File: src/rtl/switch_input_sampler.sv
// Slide-switch front end: 2-FF synchronizer, per-bit counter debounce, and a
// valid/ready change-event record. Optional evt_count output under DBNC_EVT_COUNT_EN.
module switch_input_sampler #(
  parameter int N_SW        = 5,
  parameter int DBNC_CYCLES = 240000,
  parameter int CNT_W       = 18
) (
  input  logic            clk,
  input  logic            rst_n,
  input  logic [N_SW-1:0] sw_raw,
  output logic [N_SW-1:0] sw_stable,
  output logic            evt_valid,
  input  logic            evt_ready,
  output logic [N_SW-1:0] evt_snap,
  output logic [N_SW-1:0] evt_rise,
  output logic [N_SW-1:0] evt_fall,
  output logic            evt_ovf,
  input  logic            ovf_clr
`ifdef DBNC_EVT_COUNT_EN
  ,
  output logic [7:0]      evt_count
`endif
);

  localparam logic [CNT_W-1:0] CNT_LAST = CNT_W'(DBNC_CYCLES - 1);

  logic [N_SW-1:0]  sync0_r;
  logic [N_SW-1:0]  sync1_r;
  logic [CNT_W-1:0] cnt_r      [N_SW];
  logic [CNT_W-1:0] cnt_next_s [N_SW];
  logic [N_SW-1:0]  stable_next_s;
  logic [N_SW-1:0]  chg_s;
  logic             evt_s;
  logic             xfer_s;
  logic             load_s;
  logic             ovf_set_s;

  // Two-stage synchronizer for the asynchronous switch pins.
  always_ff @(posedge clk or negedge rst_n) begin
    if (!rst_n) begin
      sync0_r <= {N_SW{1'b0}};
      sync1_r <= {N_SW{1'b0}};
    end else begin
      sync0_r <= sw_raw;
      sync1_r <= sync0_r;
    end
  end

  // Debounce next-state: a bit is accepted only after holding for the full window.
  always_comb begin
    stable_next_s = sw_stable;
    for (int i = 0; i < N_SW; i++) begin
      cnt_next_s[i] = cnt_r[i];
      if (sync1_r[i] == sw_stable[i]) begin
        cnt_next_s[i] = {CNT_W{1'b0}};
      end else if (cnt_r[i] == CNT_LAST) begin
        stable_next_s[i] = sync1_r[i];
        cnt_next_s[i]    = {CNT_W{1'b0}};
      end else begin
        cnt_next_s[i] = cnt_r[i] + CNT_W'(1);
      end
    end
  end

  // Event and handshake qualifiers; a transfer frees the slot for a same-edge load.
  always_comb begin
    chg_s     = stable_next_s ^ sw_stable;
    evt_s     = |chg_s;
    xfer_s    = evt_valid & evt_ready;
    load_s    = evt_s & (~evt_valid | evt_ready);
    ovf_set_s = evt_s & evt_valid & ~evt_ready;
  end

  // Debounce counters and published stable levels.
  always_ff @(posedge clk or negedge rst_n) begin
    if (!rst_n) begin
      sw_stable <= {N_SW{1'b0}};
      for (int i = 0; i < N_SW; i++) cnt_r[i] <= {CNT_W{1'b0}};
    end else begin
      sw_stable <= stable_next_s;
      for (int i = 0; i < N_SW; i++) cnt_r[i] <= cnt_next_s[i];
    end
  end

  // Event record register; held while the consumer stalls.
  always_ff @(posedge clk or negedge rst_n) begin
    if (!rst_n) begin
      evt_valid <= 1'b0;
      evt_snap  <= {N_SW{1'b0}};
      evt_rise  <= {N_SW{1'b0}};
      evt_fall  <= {N_SW{1'b0}};
    end else if (load_s) begin
      evt_valid <= 1'b1;
      evt_snap  <= stable_next_s;
      evt_rise  <= chg_s & stable_next_s;
      evt_fall  <= chg_s & ~stable_next_s;
    end else if (xfer_s) begin
      evt_valid <= 1'b0;
    end else begin
      evt_valid <= evt_valid;
    end
  end

  // Sticky overflow flag; a new drop beats a simultaneous clear.
  always_ff @(posedge clk or negedge rst_n) begin
    if (!rst_n) begin
      evt_ovf <= 1'b0;
    end else if (ovf_set_s) begin
      evt_ovf <= 1'b1;
    end else if (ovf_clr) begin
      evt_ovf <= 1'b0;
    end else begin
      evt_ovf <= evt_ovf;
    end
  end

`ifdef DBNC_EVT_COUNT_EN
  // Saturating count of accepted records; clear beats a simultaneous transfer.
  always_ff @(posedge clk or negedge rst_n) begin
    if (!rst_n) begin
      evt_count <= 8'd0;
    end else if (ovf_clr) begin
      evt_count <= 8'd0;
    end else if (xfer_s && (evt_count != 8'd255)) begin
      evt_count <= evt_count + 8'd1;
    end else begin
      evt_count <= evt_count;
    end
  end
`endif

endmodule

File: config.mk
export PLATFORM = sky130hd
export DESIGN_NAME = switch_input_sampler
export DESIGN_NICKNAME = d
export VERILOG_FILES = /design/src/rtl/switch_input_sampler.sv
export SDC_FILE = /design/constraint.sdc
export NUM_CORES = 1
export LEC_CHECK = 0
export CAP_MARGIN = 10
export CORE_MARGIN = 1
export CORE_UTILIZATION = 40
export CTS_BUF_LIST = sky130_fd_sc_hd__clkbuf_8
export CTS_CLUSTER_DIAMETER = 60
export DETAILED_ROUTE_END_ITERATION = 12
export PLACE_DENSITY = 0.66
export SYNTH_ARGS = -nofsm -noshare
export SYNTH_HDL_FRONTEND = slang
export SYNTH_SLANG_ARGS = --single-unit
File: constraint.sdc
create_clock -name clk -period 3.3 [get_ports clk]
set_input_delay 0.495 -clock clk [delete_from_list [all_inputs] [get_ports clk]]
set_output_delay 0.495 -clock clk [all_outputs]
set_load 0.02 [all_outputs]
### Word-level counts from Yosys, hierarchy flattened

Index checks and enable logic that the tools add are counted.

| operators by class | value |
|---|---|
| reductions and logical operators | 3 |
| eq/ne operators | 10 |
| muxes and demuxes | 24 |
| add/subtract/negate cells | 5 |
| bitwise logic cells | 11 |

Operator list:

| operator | count |
|---|---|
| two-way mux 18 bit | 10 |
| adder 18 x 1 -> 18 bit, second input constant | 5 |
| == test 18 bit, second input constant | 5 |
| two-way mux 1 bit | 14 |
| AND 5 bit | 2 |
| == test 1 bit | 5 |
| NOT 5 bit | 1 |
| OR reduction 5 bit | 1 |
| XOR 5 bit | 1 |
| AND 1 bit | 4 |
| nonzero test 2 bit | 2 |
| NOT 1 bit | 2 |
| bitwise OR 1 bit | 1 |

| word-level totals | value |
|---|---|
| bits in registers | 122 |
| output and inout port bits | 22 |
| input port bits | 9 |
| logic and storage cells | 66 |

### Longest topological paths before layout

Gate-level depths: netlist of the first run.

| logic depth | value |
|---|---|
| word-level depth | 8 |
| mapped depth | 12 |
| depth with buffers taken out | 10 |

### Worst setup path after synthesis of the first run

No wires, ideal clock.

| path | value |
|---|---|
| kind | reg-to-reg |
| start | register cnt_r[0] (netlist bit) |
| end | register evt_fall[0] |
| data arrival time | 3028 ps |
| setup time | 125 ps |
| period minus slack after synthesis | 3153 ps |
| path buffers | 1 |
| required time | 3175 ps |
| slack | 147 ps |
| stages on the path, launching flop included | 11 |
| cells stage by stage | dfrtp_1 ha_1 nand4_4 or4_4 or4_4 nand2_1 ha_1 nand3_1 o21a_1 clkbuf_1 mux2_2 |

| on the way | value |
|---|---|
| word-level cells in the longest chain between the ends | 6 |

RTL lines:

| element | line | text |
|---|---|---|
| from (decl) | 29 | `logic [CNT_W-1:0] cnt_r [N_SW];` |
| == test 18 bit | 56 | `end else if (cnt_r[i] == CNT_LAST) begin` |
| two-way mux 1 bit | 56 |  |
| two-way mux 1 bit | 54 | `if (sync1_r[i] == sw_stable[i]) begin` |
| named net stable_next_s[4] | 31 | `logic [N_SW-1:0] stable_next_s;` |
| XOR 5 bit | 67 | `chg_s = stable_next_s ^ sw_stable;` |
| OR reduction 5 bit | 68 | `evt_s = \|chg_s;` |
| AND 1 bit | 70 | `load_s = evt_s & (~evt_valid \| evt_ready);` |
| to (signal assigned) | 91 | `evt_fall <= {N_SW{1'b0}};` |
| to (signal assigned) | 96 | `evt_fall <= chg_s & ~stable_next_s;` |
| to (decl) | 16 | `output logic [N_SW-1:0] evt_fall,` |

The timed path passes the listed nets, and every way through them passes these cells.
A chain may end at the register's enable or synchronous reset.

### Final worst setup path of the first run

| path | value |
|---|---|
| start | register cnt_r[0] (netlist bit) |
| end | register evt_rise[0] |

| on the way | value |
|---|---|
| word-level cells in the longest chain between the ends | 6 |

RTL lines:

| element | line | text |
|---|---|---|
| == test 18 bit | 56 |  |
| two-way mux 1 bit | 56 |  |
| two-way mux 1 bit | 54 |  |
| named net stable_next_s[4] | 31 |  |
| XOR 5 bit | 67 |  |
| OR reduction 5 bit | 68 |  |
| AND 1 bit | 70 |  |
| to (signal assigned) | 90 | `evt_rise <= {N_SW{1'b0}};` |
| to (signal assigned) | 95 | `evt_rise <= chg_s & stable_next_s;` |
| to (decl) | 15 | `output logic [N_SW-1:0] evt_rise,` |

The timed path passes the listed nets, and every way through them passes these cells.

==> impl_metrics.yaml, run 1 <==
status:
  status: "finished clean"
clock_tree:
  numClockSinks: 122
  cts_made_buffers: 17
  cts_setup_buffers: 0
  clockRootBuffer: "clkbuf_8"
  cts_tree: "yes"
  clock_path_buffers: 2
  cts_resized: 0
  clkSlewWorstSetupHoldPaths_ns: 0.07
  htreeDepth: 4
  cts-hold-fix-buffers: 0
  worstSkewPairLatency_ns: 0.43
cells_and_area:
  nets: 631
  fin_util_pct: 47.8
  drive_gt1_share_pct: 9.22
  final_common_cell: "dfrtp_1"
  fin_area_um2: 6710
  insertedDiodeCount: 0
  final_cell_mix: "dfrtp_1 (122), nor2_1 (84), nand2_1 (37), xnor2_1 (36), nand3_1 (32)"
  nFillCells: 1290
  syn_to_final_growth_pct: 15.5
detailed_routing:
  first_pass_iters: 4
  wl_per_cell_um: 14.1
  final_antenna_net_count: 0
  drt-vias-per-instance: 5.25
  drt_iter0_markers: 267
  drc_errors: 0
  num_vias: 4190
  routed_wl_um: 11200
grt:
  grt_usage_pct: 16.8
  antenna_found_initial: 0
  grt_pass1_wl_um: 19500
  grt_pass1_vias: 4112
  grt_max_degree: 74
  grt-ovfl-total: 0
hold_path:
  hold_path_class: "input pin to asynchronous set/reset pin"
floorplanning:
  core_um2: 14000
  die-height_um: 123
  io_pins: 31
  rows: 43
  die_w_um: 123
  dieArea_um2: 15000
  initial_core_util_pct: 41.4
timing:
  fmax_ghz: 0.320
  slew_violations: 0
  worstMarginPinSlew_ns: 0.712
  finClkSkew_ns: 0.0129
  whs_ns: 0.0895
  rsz0062_at_grt: "no"
  hold_viol_final: 0
  slew-limit-headroom_pct: 52.5
  fin_tns_setup_ns: 0
  setup_viol: 0
  period_share_pct: 94.8
  finalCriticalPeriod_ns: 3.13
critical_path:
  worstPathArrival_ns: 3.44
  path_buf_inv: 1
  slowest_delay_ns: 0.58
  critPathSlowestCell: "or4_4"
  cp_common_cell: "or4_4"
  crit_type: "flip-flop to flip-flop"
  cp-end-kind: "flip-flop"
  cp_cell_sequence: "ha_2, nand4_4, or4_4, or4_4, nand2_1, ha_1, nand3_1, o21a_1, buf_4, mux2_2"
  path_delay_family: "simple AND/OR/NAND/NOR gates"
  critPathRequiredTime_ns: 3.62
  cp_max_fo: 15
  startpoint_type: "flip-flop"
synth:
  synth_edf_count: 0
  synth_area_leaders: "dfrtp_1 (53%), nor2_1 (5.4%), xnor2_1 (5.4%), xor2_1 (4.5%), ha_1 (3.2%)"
  synthCells: 565
  yosys_most_used_dff: "dfrtp_1"
  yosysUniqueCellTypes: 45
  async_reset_ff_share_pct: 100
  synth_fp_nets: 589
  syn_area_um2: 5810
  yosys_warnings: 0
  ys_ff_latch: 122
  synth.avg_cell_area_um2: 10.3
  synth_area_leader_cell: "dfrtp_1"
  yosys.area.top_type_share_pct: 52.5
  yosysSeqAreaShare_pct: 52.5
power_and_ir_drop:
  p_per_area_nw_per_um2: 440
  vdd_drop_max_uv: 286
  p_leak_nw: 2.74
placement:
  postPlaceCellArea_um2: 6320
  io_buffer_count: 30
  dpl.hpwl_um: 7780
  gp_congestion: 0.839
run:
  drv_cap: 0
-- Yosys cell counts (all sizes together), types with 2 or more instances --
library cell and number:
inv 23, o21ai 24, nor2 84, nand3 32
or4bb 2, a31oi 5, nand4bb 2, and4 8
nand4 24, mux2 10, or3 19, nand2 37
a21oi 18, nor4 11, xnor2 36, xor2 30
buf 4, or4 13, nor3 11, o31ai 4
and2 6, or4b 3, nor4b 2, dfrtp 122
clkbuf 7, ha 15, or2 3
-- through the flow --
step | instances | total power [mW] | setup slack (ns)
after global placement | 768 | 1.66 | 0.212
after floorplan | 565 | 1.61 | 0.147
after detailed placement | 768 | 1.66 | 0.125
after CTS | 798 | 2.99 | 0.124
final | 798 | 2.95 | 0.172
after global routing | 798 | 3.07 | 0.00180
-- cell type report --
cell class	count	area, um2	share of cell area (%)
Timing Repair Buffer	34	340	5.07
Tap cell	180	225	3.36
Sequential cell	122	3050	45.5
Multi-Input combinational cell	409	2620	39.0
Inverter	23	86.3	1.29
Clock inverter	11	130	1.94
Clock buffer	19	262	3.90
-- final timing paths --
| path | start | end | slack (ns) | cells after the start |
|---|---|---|---|---|
| worst max-delay path | cnt_r[0] | evt_rise[0] | 0.17 | 10 |
| worst min-delay path | rst_n | cnt_r[89] | 0.09 | 1 |
| worst max register to register | cnt_r[0] | evt_rise[0] | 0.17 | 10 |
| worst min register to register | sync0_r[0] | sync1_r[0] | 0.35 | 0 |
| max in group asynchronous | rst_n | sync0_r[1] | 2.41 | 2 |
| min in group clk | sync0_r[0] | sync1_r[0] | 0.35 | 0 |
-- metal layers --
metal	wire length (um)	vias up	part of all wire, %	GRT usage [%]
li1	-	2081	-	-
met1	5410	2048	48	22.3
met2	5320	47	47	26.1
met3	344	14	3.1	5.48
met4	149	0	1.3	5.11
met5	0	-	0	0
-- registers in the layout, indices dropped and copies added (netlist names) --
register / count
evt_valid: 1
sw_stable: 5
evt_ovf: 1
sync1_r: 5
sync0_r: 5
evt_snap: 5
evt_fall: 5
evt_rise: 5
cnt_r: 90
-- worst register-to-register path, delay by kind of cell (launching register included) --
family / cells / cell delay [ns]
flip-flops: 1 / 0.39
buffers and inverters: 1 / 0.21
adder cells (fa/ha/maj): 2 / 0.48
AO/OA/AOI/OAI: 1 / 0.14
multiplexers: 1 / 0.35
AND/OR/NAND/NOR: 5 / 1.45
-- cells by family (layout without fill, tap and decap cells) --
kind of cell | count (synthesis) | count (layout) | synth area share (%)
buf+inv | 34 | 87 | 2.48
mux | 10 | 10 | 1.94
simple gates | 263 | 263 | 24.1
fa+ha+maj | 15 | 15 | 3.23
flops | 122 | 122 | 52.5
compound gates | 55 | 55 | 5.75
xor+xnor | 66 | 66 | 9.95
-- power breakdown --
part | total, mW | switching, mW | internal (mW)
sequential | 1.54 | 0.0204 | 1.52
combinational | 0.0948 | 0.0648 | 0.0299
clock | 1.32 | 0.553 | 0.765
Note: power is estimated with default switching activity, not from simulation.
==> run 2, diff against run 1 <==
Settings changed: CAP_MARGIN 10 to default, CORE_UTILIZATION 40 to 56, PLACE_DENSITY 0.66 to 0.85.
==> impl_metrics.yaml, run 2 (synthesis results as in run 1) <==
clock_tree:
  cts-hold-fix-buffers: 0
  cts_tree: "yes"
  htreeDepth: 4
  clock_path_buffers: 2
  clkSlewWorstSetupHoldPaths_ns: 0.08
  worstSkewPairLatency_ns: 0.43
  cts_made_buffers: 17
  numClockSinks: 122
  clockRootBuffer: "clkbuf_8"
critical_path:
  critPathSlowestCell: "or4_4"
  rrSetupSlack_ns: 0.17
  crit_type: "flip-flop to flip-flop"
  cp_max_fo: 11
  r2r-start: "cnt_r[0]"
  critPathRequiredTime_ns: 3.61
  cp_cell_sequence: "ha_1, nand4_4, or4_4, or4_4, nand2_1, ha_1, nand3_1, o21a_1, buf_4, mux2_2"
  reg2reg_depth: 10
  reg2reg_to: "evt_fall[4]"
  slowest_delay_ns: 0.58
  cp-end-kind: "flip-flop"
  worstPathArrival_ns: 3.44
  startpoint_type: "flip-flop"
placement:
  dpl.hpwl_um: 7580
  gp_congestion: 0.855
  io_buffer_count: 30
cells_and_area:
  nFillCells: 718
  final_cell_mix: "dfrtp_1 (122), nor2_1 (84), nand2_1 (37), xnor2_1 (36), nand3_1 (32)"
  insertedDiodeCount: 0
  ff_latch_area_um2: 3050
  top_register: "cnt_r"
  nets: 631
  largest_reg_flops: 90
  multi_input_area_um2: 2610
  fin_util_pct: 67.7
  final_common_cell: "dfrtp_1"
  drive_gt1_share_pct: 9.68
  syn_to_final_growth_pct: 15.4
detailed_routing:
  routed_wl_um: 11400
  drc_errors: 0
  wl_per_cell_um: 15.2
  first_pass_iters: 5
  num_vias: 4305
  final_antenna_net_count: 0
  drt_iter0_markers: 152
  drt-vias-per-instance: 5.72
timing:
  rsz0062_at_grt: "no"
  setup_viol: 0
  hold_viol_final: 0
  worstMarginPinSlew_ns: 0.949
  fin_tns_setup_ns: 0
  finClkSkew_ns: 0.0100
  slew-limit-headroom_pct: 36.7
  slew_violations: 0
  finalCriticalPeriod_ns: 3.13
  period_share_pct: 94.9
  fmax_ghz: 0.319
grt:
  grt_pass1_wl_um: 19400
  grt_pass1_vias: 4252
  grt_max_degree: 77
  antenna_found_initial: 0
  grt-ovfl-total: 0
  grt_usage_pct: 22.6
run:
  drv_cap: 0
power_and_ir_drop:
  p_leak_nw: 2.74
  p_per_area_nw_per_um2: 462
  vdd_drop_max_uv: 361
floorplanning:
  rows: 36
  dieArea_um2: 10800
  die-height_um: 104
  initial_core_util_pct: 58.6
  core_um2: 9910
  io_pins: 31
  die_w_um: 104
hold_path:
  hold_path_class: "input pin to asynchronous set/reset pin"
status:
  status: "finished clean"
==> run 2: metrics by stage <==
stage / hold slack (ns) / instances / setup WS, ns / power (mW) / instance area [um2]
after CTS: 0.225 / 753 / 0.177 / 3.12 / 6700
after detailed placement: 0.337 / 721 / 0.188 / 1.66 / 6260
final: 0.210 / 753 / 0.168 / 3.09 / 6700
after floorplan: 0.199 / 565 / 0.147 / 1.61 / 5810
after global routing: 0.278 / 753 / 0.0241 / 3.20 / 6700
after global placement: 0.333 / 721 / 0.252 / 1.65 / 6260
==> run 2: critical path: cells and delay by family (launching register included) <==
kind / cells / cell delay, ns
buffers and inverters: 1 / 0.19
flip-flops: 1 / 0.39
AND/OR/NAND/NOR: 5 / 1.44
adder cells (fa/ha/maj): 2 / 0.49
multiplexers: 1 / 0.36
AO/OA/AOI/OAI: 1 / 0.14
==> run 2: report_power, final <==
part,switching [mW],total (mW),leakage [nW],internal [mW]
logic,0.0651,0.0949,0.865,0.0298
clock network,0.619,1.46,0.204,0.845
registers,0.0200,1.54,1.67,1.52
total,0.704,3.09,2.74,2.39
==> run 2: how the worst max path moves through the flow <==
stage	from	to	slack, ns	cells past startpoint
after floorplan	cnt_r[0]	evt_fall[0]	0.15	10
after global placement	cnt_r[0]	evt_rise[4]	0.25	10
after detailed placement	cnt_r[0]	evt_fall[4]	0.19	10
after CTS	cnt_r[0]	evt_fall[4]	0.18	10
after global routing	cnt_r[0]	evt_fall[4]	0.02	10
final	cnt_r[0]	evt_fall[4]	0.17	10
==> run 2: timing repair <==
action | CTS | global route
resized for setup | 0 | 1
endpoints found under the setup margin | 0 | 5
setup buffers | 0 | 0
==> run 2: final cells by class <==
type | count | share of cell area, %
clock buffers | 18 | 3.70
clock inverters | 14 | 2.93
inverters | 23 | 1.29
multi-input cells | 409 | 39.0
flip-flops and latches | 122 | 45.5
well taps | 133 | 2.48
repair buffers | 34 | 5.08
==> run 2: per-layer routing <==
layer | global-route usage, % | up-vias | wire (um)
li1 | - | 2067 | -
met1 | 28.1 | 2104 | 4960
met2 | 37.5 | 120 | 5800
met3 | 6.45 | 14 | 507
met4 | 8.16 | 0 | 157
met5 | 0 | - | 0
